**src/rtl/psr_cond_sequencer.sv**
```systemverilog
// -----------------------------------------------------------------------------
// psr_cond_sequencer
//
// Purpose:
//   Multi-cycle instruction sequencer for a small ALU datapath. It accepts one
//   instruction per Start request and walks it through decode, ALU execute,
//   write-back or conditional branch evaluation. It then emits a single PC
//   update and a completion pulse. Illegal opcodes raise a sticky error flag.
//
//   Every output is a registered function of the current FSM state. As a
//   result, each strobe appears one clock after the FSM enters the state
//   that owns it. Measured from the edge that samples Start:
//     NOP    -> Done at +2
//     branch -> Done at +3
//     ALU    -> Done at +3+SEQ_WAIT_CYCLES
//
// Parameters:
//   SEQ_WAIT_CYCLES : ALU execute latency in cycles (1..15)
//   SEQ_PSR         : PSR flag bus width, fixed at 4 (N,Z,V,C from bit3 down)
//
// Ports:
//   SEQ_CLOCK_50        in   single rising-edge clock
//   SEQ_ResetInLow_In   in   asynchronous active-low reset
//   SEQ_Start_In        in   request to run one instruction (sampled in IDLE)
//   SEQ_Opcode_InBus    in   [3:0] instruction opcode
//   SEQ_CondCode_InBus  in   [3:0] branch condition field
//   SEQ_Psr_InBus       in   [SEQ_PSR-1:0] current PSR flags
//   SEQ_AluOp_OutBus    out  [3:0] ALU operation select (EXEC/WB only)
//   SEQ_SetCodes_Out    out  one-cycle PSR flag-update strobe
//   SEQ_RegWrite_Out    out  one-cycle register-file write strobe
//   SEQ_PcInc_Out       out  one-cycle sequential PC advance
//   SEQ_PcLoad_Out      out  one-cycle branch-target PC load
//   SEQ_Busy_Out        out  high while an instruction is in flight
//   SEQ_Done_Out        out  one-cycle instruction-complete pulse
//   SEQ_Error_Out       out  sticky illegal-opcode flag
// -----------------------------------------------------------------------------
module psr_cond_sequencer #(
  parameter int unsigned SEQ_WAIT_CYCLES = 2,
  parameter int unsigned SEQ_PSR         = 4
) (
  input  logic               SEQ_CLOCK_50,
  input  logic               SEQ_ResetInLow_In,
  input  logic               SEQ_Start_In,
  input  logic [3:0]         SEQ_Opcode_InBus,
  input  logic [3:0]         SEQ_CondCode_InBus,
  input  logic [SEQ_PSR-1:0] SEQ_Psr_InBus,
  output logic [3:0]         SEQ_AluOp_OutBus,
  output logic               SEQ_SetCodes_Out,
  output logic               SEQ_RegWrite_Out,
  output logic               SEQ_PcInc_Out,
  output logic               SEQ_PcLoad_Out,
  output logic               SEQ_Busy_Out,
  output logic               SEQ_Done_Out,
  output logic               SEQ_Error_Out
);

  // Execute down-counter reload value.
  localparam logic [3:0] WAIT_LOAD = 4'(SEQ_WAIT_CYCLES);

  typedef enum logic [2:0] {
    ST_IDLE   = 3'd0,
    ST_DECODE = 3'd1,
    ST_EXEC   = 3'd2,
    ST_WB     = 3'd3,
    ST_BRANCH = 3'd4,
    ST_DONE   = 3'd5,
    ST_ERROR  = 3'd6
  } seq_state_e;

  // ---------------------------------------------------------------------------
  // Helper functions
  // ---------------------------------------------------------------------------

  // Opcode class -> state that follows DECODE.
  function automatic seq_state_e decode_next(input logic [3:0] op);
    seq_state_e nxt;
    case (op)
      4'h0:        nxt = ST_DONE;    // NOP
      4'h7:        nxt = ST_BRANCH;  // conditional branch
      4'h8, 4'hF:  nxt = ST_ERROR;   // illegal
      default:     nxt = ST_EXEC;    // 0x1-0x6 and 0x9-0xE are ALU ops
    endcase
    return nxt;
  endfunction

  // Branch condition evaluation. cond[3] inverts the base test, which gives
  // each base condition its complement (e.g. 0x0 never, 0x8 always).
  function automatic logic cond_taken(input logic [3:0] cond,
                                      input logic [3:0] psr);
    logic n_f;
    logic z_f;
    logic v_f;
    logic c_f;
    logic base;
    n_f = psr[3];
    z_f = psr[2];
    v_f = psr[1];
    c_f = psr[0];
    case (cond[2:0])
      3'd0:    base = 1'b0;
      3'd1:    base = z_f;
      3'd2:    base = z_f | (n_f ^ v_f);
      3'd3:    base = n_f ^ v_f;
      3'd4:    base = c_f | z_f;
      3'd5:    base = c_f;
      3'd6:    base = n_f;
      3'd7:    base = v_f;
      default: base = 1'b0;
    endcase
    return base ^ cond[3];
  endfunction

  // ---------------------------------------------------------------------------
  // State and datapath registers
  // ---------------------------------------------------------------------------
  seq_state_e state_q, state_d;
  logic [3:0] cnt_q, cnt_d;
  logic [3:0] op_q, op_d;
  logic [3:0] cond_q, cond_d;
  logic       taken_q, taken_d;

  // Registered outputs
  logic [3:0] alu_q, alu_d;
  logic       setc_q, setc_d;
  logic       regw_q, regw_d;
  logic       pcinc_q, pcinc_d;
  logic       pcload_q, pcload_d;
  logic       busy_q, busy_d;
  logic       done_q, done_d;
  logic       err_q, err_d;

  // Next-state logic: sequencing, instruction latch, execute counter, branch
  // decision and the sticky error flag.
  always_comb begin
    state_d = state_q;
    cnt_d   = cnt_q;
    op_d    = op_q;
    cond_d  = cond_q;
    taken_d = taken_q;
    err_d   = err_q;

    case (state_q)
      ST_IDLE: begin
        if (SEQ_Start_In) begin
          op_d    = SEQ_Opcode_InBus;
          cond_d  = SEQ_CondCode_InBus;
          err_d   = 1'b0;
          state_d = ST_DECODE;
        end else begin
          state_d = ST_IDLE;
        end
      end

      ST_DECODE: begin
        // Clear any stale branch result so that non-branch instructions
        // always finish with a sequential PC advance.
        taken_d = 1'b0;
        state_d = decode_next(op_q);
        if (decode_next(op_q) == ST_EXEC) begin
          cnt_d = WAIT_LOAD;
        end else begin
          cnt_d = 4'd0;
        end
      end

      ST_EXEC: begin
        // The count of 1 marks the final execute cycle. The <= test also
        // covers an out-of-range zero load, so EXEC can never stall.
        if (cnt_q <= 4'd1) begin
          cnt_d   = 4'd0;
          state_d = ST_WB;
        end else begin
          cnt_d   = cnt_q - 4'd1;
          state_d = ST_EXEC;
        end
      end

      ST_WB: begin
        state_d = ST_DONE;
      end

      ST_BRANCH: begin
        // Flags are sampled here rather than at Start. This picks up a PSR
        // update from the previous instruction's write-back.
        taken_d = cond_taken(cond_q, SEQ_Psr_InBus[3:0]);
        state_d = ST_DONE;
      end

      ST_DONE: begin
        state_d = ST_IDLE;
      end

      ST_ERROR: begin
        err_d   = 1'b1;
        state_d = ST_IDLE;
      end

      default: begin
        state_d = ST_IDLE;
      end
    endcase
  end

  // Output decode: each output is a function of the current state, and the
  // result is registered below.
  always_comb begin
    alu_d    = 4'h0;
    setc_d   = 1'b0;
    regw_d   = 1'b0;
    pcinc_d  = 1'b0;
    pcload_d = 1'b0;
    busy_d   = 1'b1;
    done_d   = 1'b0;

    case (state_q)
      ST_IDLE: begin
        busy_d = 1'b0;
      end

      ST_EXEC: begin
        alu_d = {1'b0, op_q[2:0]};
      end

      ST_WB: begin
        alu_d  = {1'b0, op_q[2:0]};
        regw_d = 1'b1;
        setc_d = op_q[3];
      end

      ST_DONE: begin
        done_d   = 1'b1;
        pcload_d = taken_q;
        pcinc_d  = ~taken_q;
      end

      ST_DECODE, ST_BRANCH, ST_ERROR: begin
        busy_d = 1'b1;
      end

      default: begin
        busy_d = 1'b1;
      end
    endcase
  end

  // State, instruction latch and counter registers.
  always_ff @(posedge SEQ_CLOCK_50 or negedge SEQ_ResetInLow_In) begin
    if (!SEQ_ResetInLow_In) begin
      state_q <= ST_IDLE;
      cnt_q   <= 4'd0;
      op_q    <= 4'h0;
      cond_q  <= 4'h0;
      taken_q <= 1'b0;
    end else begin
      state_q <= state_d;
      cnt_q   <= cnt_d;
      op_q    <= op_d;
      cond_q  <= cond_d;
      taken_q <= taken_d;
    end
  end

  // Output registers. Reset clears every output immediately, which also drops
  // any strobe belonging to an aborted instruction.
  always_ff @(posedge SEQ_CLOCK_50 or negedge SEQ_ResetInLow_In) begin
    if (!SEQ_ResetInLow_In) begin
      alu_q    <= 4'h0;
      setc_q   <= 1'b0;
      regw_q   <= 1'b0;
      pcinc_q  <= 1'b0;
      pcload_q <= 1'b0;
      busy_q   <= 1'b0;
      done_q   <= 1'b0;
      err_q    <= 1'b0;
    end else begin
      alu_q    <= alu_d;
      setc_q   <= setc_d;
      regw_q   <= regw_d;
      pcinc_q  <= pcinc_d;
      pcload_q <= pcload_d;
      busy_q   <= busy_d;
      done_q   <= done_d;
      err_q    <= err_d;
    end
  end

  assign SEQ_AluOp_OutBus = alu_q;
  assign SEQ_SetCodes_Out = setc_q;
  assign SEQ_RegWrite_Out = regw_q;
  assign SEQ_PcInc_Out    = pcinc_q;
  assign SEQ_PcLoad_Out   = pcload_q;
  assign SEQ_Busy_Out     = busy_q;
  assign SEQ_Done_Out     = done_q;
  assign SEQ_Error_Out    = err_q;

endmodule

```
**config.mk**
```make
export PLATFORM = sky130hd
export DESIGN_NAME = psr_cond_sequencer
export DESIGN_NICKNAME = d
export VERILOG_FILES = /design/src/rtl/psr_cond_sequencer.sv
export SDC_FILE = /design/constraint.sdc
export NUM_CORES = 1
export LEC_CHECK = 0
export CAP_MARGIN = 20
export CORE_ASPECT_RATIO = 1.1
export CORE_UTILIZATION = 46
export CTS_BUF_LIST = sky130_fd_sc_hd__clkbuf_8
export CTS_CLUSTER_DIAMETER = 200
export CTS_CLUSTER_SIZE = 8
export DETAILED_ROUTE_END_ITERATION = 12
export MAX_ROUTING_LAYER = met4
export PLACE_DENSITY = 0.77
export SETUP_SLACK_MARGIN = 0.3
export SYNTH_ARGS = -nofsm -noshare
export SYNTH_HDL_FRONTEND = slang
export SYNTH_SLANG_ARGS = --single-unit
```
**constraint.sdc**
```tcl
create_clock -name SEQ_CLOCK_50 -period 1.2 [get_ports SEQ_CLOCK_50]
set_input_delay 0.24 -clock SEQ_CLOCK_50 [delete_from_list [all_inputs] [get_ports SEQ_CLOCK_50]]
set_output_delay 0.24 -clock SEQ_CLOCK_50 [all_outputs]
set_load 0.02 [all_outputs]
```
-- Word-level counts from Yosys, hierarchy flattened
Cells that the tools add are included.
- flip-flop bits (word level): 27
- output and inout port bits: 11
- add/subtract/negate cells: 1
- magnitude comparators: 1
- eq/ne operators: 18
- mux-type cells: 20
- bitwise gates (word level): 5
- reduce and logical (&&, ||, !) cells: 11
- operator list (kind ; count):
    $eq A3 B3 Y1 const B ; 7
    $eq A3 B2 Y1 const B ; 5
    $pmux W3 S4 ; 1
    $mux W1 ; 10
    $pmux W3 S3 ; 1
    $eq A4 B4 Y1 const B ; 2
    $pmux W1 S8 ; 1
    $pmux W4 S2 ; 1
    $eq A3 B1 Y1 const B ; 2
    $logic_not A3 Y1 ; 2
    $mux W3 ; 2
    $reduce_bool A2 Y1 ; 3
    $reduce_or A2 Y1 ; 3
    $eq A4 B3 Y1 const B ; 1
    $le A4 B1 Y1 const B ; 1
    $logic_not A4 Y1 ; 1
    $mux W4 ; 1
    $pmux W1 S2 ; 2
    $reduce_and A2 Y1 ; 2
    $sub A4 B1 Y4 const B ; 1
    $mux W2 ; 1
    $ne A2 B2 Y1 const B ; 1
    $or A1 B1 Y1 ; 2
    $xor A1 B1 Y1 ; 2
    $not A1 Y1 ; 1

-- Longest topological paths before layout
- word-level depth: 7
- mapped depth: 6
- mapped depth without buffers: 6

-- Worst setup path after synthesis
OpenSTA, ideal clock, no wires.
- path kind: reg2reg
- from: register state_q[0]
- to: register cond_q[0]
- arrival: 1197 ps
- required time: 1075 ps
- path slack: -122 ps
- cell stages (with the launch flop): 5
- clock period less this slack: 1322 ps
- cells stage by stage: dfrtp_1 > nor2_1 > and3_1 > buf_4 > mux2_2
- word-level cells in the longest chain between the ends: 2
- ends and longest elaborated chain (element ; RTL line ; RTL):
    from (decl) ; 116 ; seq_state_e state_q, state_d;
    from (signal assigned) ; 255 ; state_q <= state_d;
    $logic_not A3 Y1 ; 142 ; case (state_q)
    $reduce_and A2 Y1 (no source line) ; - ;
    to (signal assigned) ; 258 ; cond_q <= cond_d;
    to (decl) ; 119 ; logic [3:0] cond_q, cond_d;
Every way passes these cells.
A chain may end at the register's enable or synchronous reset.

-- Final worst setup path
- from: input SEQ_Psr_InBus[1]
- to: register taken_q
- word-level cells in the longest chain between the ends: 6
- ends and longest elaborated chain (element ; RTL line ; RTL):
    from (decl) ; 46 ; input logic [SEQ_PSR-1:0] SEQ_Psr_InBus,
    $xor A1 B1 Y1 ; 102, 103 ;
    $or A1 B1 Y1 ; 102 ; 3'd2: base = z_f | (n_f ^ v_f);
    $pmux W1 S8 (*) ; 99 ; case (cond[2:0])
    $mux W1 (*) ; 142 ;
    $xor A1 B1 Y1 (*) ; 110 ; return base ^ cond[3];
    $pmux W1 S2 (*) ; 142 ;
    to (signal assigned) ; 259 ; taken_q <= taken_d;
    to (decl) ; 120 ; logic taken_q, taken_d;
Mark *: on every way between the ends. The rest lies on a longest branch, timed or not. The select of a mux whose other input is x is not followed.

==> metrics.md <==
| Metric | Value |
|---|---|
| Pins Over Slew Limit | 0 |
| Worst-case reg-to-reg path depth | 5 |
| Initial antenna violation count | 0 |
| Crit Path Max Fanout | 2 |
| Clk slew on worst S/H paths | 0.09 ns |
| Unrepaired setup endpoints after global routing | true |
| Core Region | 2340 um^2 |
| Setup_tns | -1.65 ns |
| Largest net degree at the start of global routing | 27 |
| Placed Instances | 179 |
| Layout fillers | 127 |
| Int Pwr | approximately 0.0035 W |
| Mux cell area share after synthesis | 8.44% |
| Power per Cell Area | roughly 2700 nW/um^2 |
| Num rows | 18 |
| Syn Area/Cell | 10.8 um^2 |
| Most used DFF post-synth | dfrtp_1 |
| Sw power | 0.00203 W |
| Yosys warning count | 0 |
| Ys async rst share | 100% |
| Synth Area in Compound Gates | 11.3% |
| Area grow syn2layout | 70.3% |
| Commonest non-fill, non-tap cell in the layout | dfrtp_1 |
| #FFs+latches synth | 26 |
| Critical path class | in2reg |
| Syn nets | 127 |
| Worst Setup Start Kind | primary input |
| Die height | 55.3 um |
| Crit-path max cell delay | 0.49 ns |
| Post-Synth XOR/XNOR Area | 2.95% |
| Setup slack, reg-to-reg | -0.16 ns |
| Clk sinks | 26 |
| Routability congestion estimate | 0.770 |
| Top Ports | 26 |
| DR vias/cell | 5.35 |
| First-pass GRT wire length | about 4600 um |
| VDD IR-drop max | ~1900 uV |
| # DRC | 0 |
| Final instance area | 2020 um^2 |
| Combinational share of power | 58.6% |
| Cell accounting for the most synthesized area | dfrtp_1 |
| Critical-path cell list | clkdlybuf4s50_1 > xnor2_1 > o21ai_1 > a222oi_1 > xor2_1 > o21ai_1 |
| Seq pwr share | 28.3% |
| Crit path max-delay family | compound AO/OA/AOI/OAI gates |
| Area after DPL | 1660 um^2 |
| Post-DP HPWL | 1850 um |
| Status | finished with violations |
| Drt first pass iters | 4 |
| HP Class | in2async |
| DR WL/cell | 16.7 um |
| Commonest cells after routing, fill and taps aside | dfrtp_1, buf_6, buf_4 |
| Register area | 652 um^2 |
| Port Buffer Count | 24 |
| Post-synthesis sequential area ratio | 54.9% |
| Fin. Hold Viols | 0 |
| WL final | 3210 um |
| CTS buffer count | 3 |
| FMAX | ~730 MHz |
| Fraction of layout cells with a size suffix above 1 | 56.2% |
| Via count | 1027 |
| Mapped Cells | 110 |
| DRT iter0 DRCs | 34 |
| EDFF count, synth | 0 |
| Syn Std Cell Area | 1190 um^2 |
| Finished Layout Cells | approximately 190 |
| Leak | 0.914 nW |
| Crit. End Element | register |
| Total of max-cap violations | 0 |
| Remaining Overflow, GRT | 0 |
| Max Root-Sink Buffers | 2 |
| Final min period | 1.38 ns |
| Largest family of logic cells by synthesized area | simple AND/OR/NAND/NOR gates |
| Max Clock Skew | 0.00715 ns |
| Clock group share of total power | 13.1% |
| DRT antenna net count | 0 |
| CP most frequent cell | o21ai_1 |
| Failing checks | negative setup slack |
| GRT Util Overall | 22.5% |
| Share of the synthesized area in the top cell type | between 50% and 60% |
| Worst-Skew Late Latency | 0.27 ns |
| Top cells by area, synth | dfrtp_1, mux2_2, o21ai_0, and2_1, nand2_1 |
| Worst EP arrival | 1.53 ns |
| Fin crit share | 115% |
| Critical-path top delay cell | clkdlybuf4s50_1 |
| Ant. Diodes | 0 |
| Die area | 2790 um^2 |
| Root buf cell | clkbuf_8 |
| Die Wd | slightly above 50 um |
| Htree depth | 1 |
| Final setup viols | 14 |
| Vias in the first global route | 1042 |
| Simple-gate share of the synthesized area | 15.5% |
| Count of unique library cells instantiated by Yosys | 29 |
| Adder-cell share of the synthesized area | under 10% |
| Worst flop-to-flop path startpoint | cond_q[1] |
| Initial core utilization | between 50% and 60% |
| CP required | 1.35 ns |
| # nets final | between 150 and 200 |
| Final WS setup | -0.178 ns |
| Area of the multi-input gates | a little over 700 um^2 |
| Critical path buffers and inverters | 1 |
| Sw Ratio | ~37% |
| TritonCTS clock tree | yes |
| Worst reg2reg path endpoint | taken_q |
-- repair_timing --
item                       CTS  global route
gates resized for setup     88            27
hold endpoints to repair     0             0
gates cloned                 0             0
setup buffers                5             4
hold buffers                 0             0
setup endpoints to repair   35            35
pin swaps                   11            13
-- metrics by stage --
step | utilization (%) | hold WS, ns | power [W] | worst slack (ns)
finish | 86.2 | 0.329 | 0.00548 | -0.178
global route | 86.2 | 0.343 | 0.00574 | -0.254
CTS | 80.3 | 0.334 | 0.00491 | -0.196
detailed placement | 70.8 | 0.431 | 0.00371 | -0.508
global placement | 70.8 | 0.435 | 0.00361 | -0.480
floorplan | - | -0.0556 | 0.00281 | -0.0679
-- logic make-up (layout without fill, tap and decap cells) --
family,after synthesis,in the layout
other cells,1,1
xor+xnor,4,4
mux,9,9
fa+ha+maj,2,2
simple gates,34,34
flops,26,26
buf+inv,11,63
compound gates,23,23
-- worst max path at each step --
stage,startpoint,to,slack [ns],cells after the start
after floorplan,state_q[0],cond_q[0],-0.07,4
after global placement,SEQ_Psr_InBus[1],taken_q,-0.48,6
after detailed placement,SEQ_Psr_InBus[3],taken_q,-0.51,6
after CTS,cond_q[1],taken_q,-0.20,5
after global routing,SEQ_Psr_InBus[1],taken_q,-0.25,6
final,SEQ_Psr_InBus[1],taken_q,-0.18,6
-- layer usage --
layer / up-vias / GRT usage (%) / share of wire, %
li1: 478 / - / -
met1: 503 / 25.9 / 37
met3: 10 / 3.58 / 3.7
met2: 36 / 38.7 / 56
met5: - / - / 0
met4: 0 / 8.33 / 2.8
-- power groups by stage --
stage | clock, W | combinational [W] | sequential, W
2_1_floorplan | 0 | 0.00123 | 0.00158
6_report | 0.000718 | 0.00321 | 0.00155
4_1_cts | 0.000723 | 0.00267 | 0.00151
3_3_place_gp | 0 | 0.00213 | 0.00148
3_5_place_dp | 0 | 0.00221 | 0.00150
5_1_grt | 0.000754 | 0.00341 | 0.00158
-- synthesized netlist by cell type, types with 2 or more instances --
cell type and n:
dfrtp_1 26, mux2_2 8, o21ai_0 8, nand2_1 7
and2_1 6, inv_1 6, a21oi_1 5, nor2_1 5
nand3_1 4, o21ai_1 4, buf_4 3, nor3_1 3
xnor2_1 3, and3_1 2, ha_1 2, nor2b_1 2
nor4_1 2, o22a_1 2, o31ai_1 2
-- registers in the layout (all words and copies together), names as in the netlist --
signal,flops
SEQ_Busy_Out,1
SEQ_Done_Out,1
SEQ_Error_Out,1
cnt_q,4
SEQ_RegWrite_Out,1
cond_q,4
SEQ_AluOp_OutBus,3
taken_q,1
SEQ_PcLoad_Out,1
SEQ_SetCodes_Out,1
SEQ_PcInc_Out,1
state_q,3
op_q,4
-- cell type report --
type | instances | share of cell area, %
tap | 30 | 1.86
inverter | 7 | 1.43
multi-input combinational | 73 | 34.9
clock inverter | 1 | 1.49
clock buffer | 3 | 2.04
timing repair buffer | 52 | 26.0
sequential | 26 | 32.3
-- worst reg2reg max path, stage by stage (launching register included) --
cell and delay [ns]:
dfrtp_2 0.43, mux2i_1 0.22, o22ai_1 0.10, a222oi_1 0.27
xor2_1 0.17, o21ai_1 0.07
No activity file was read; power rests on OpenSTA's default activity.
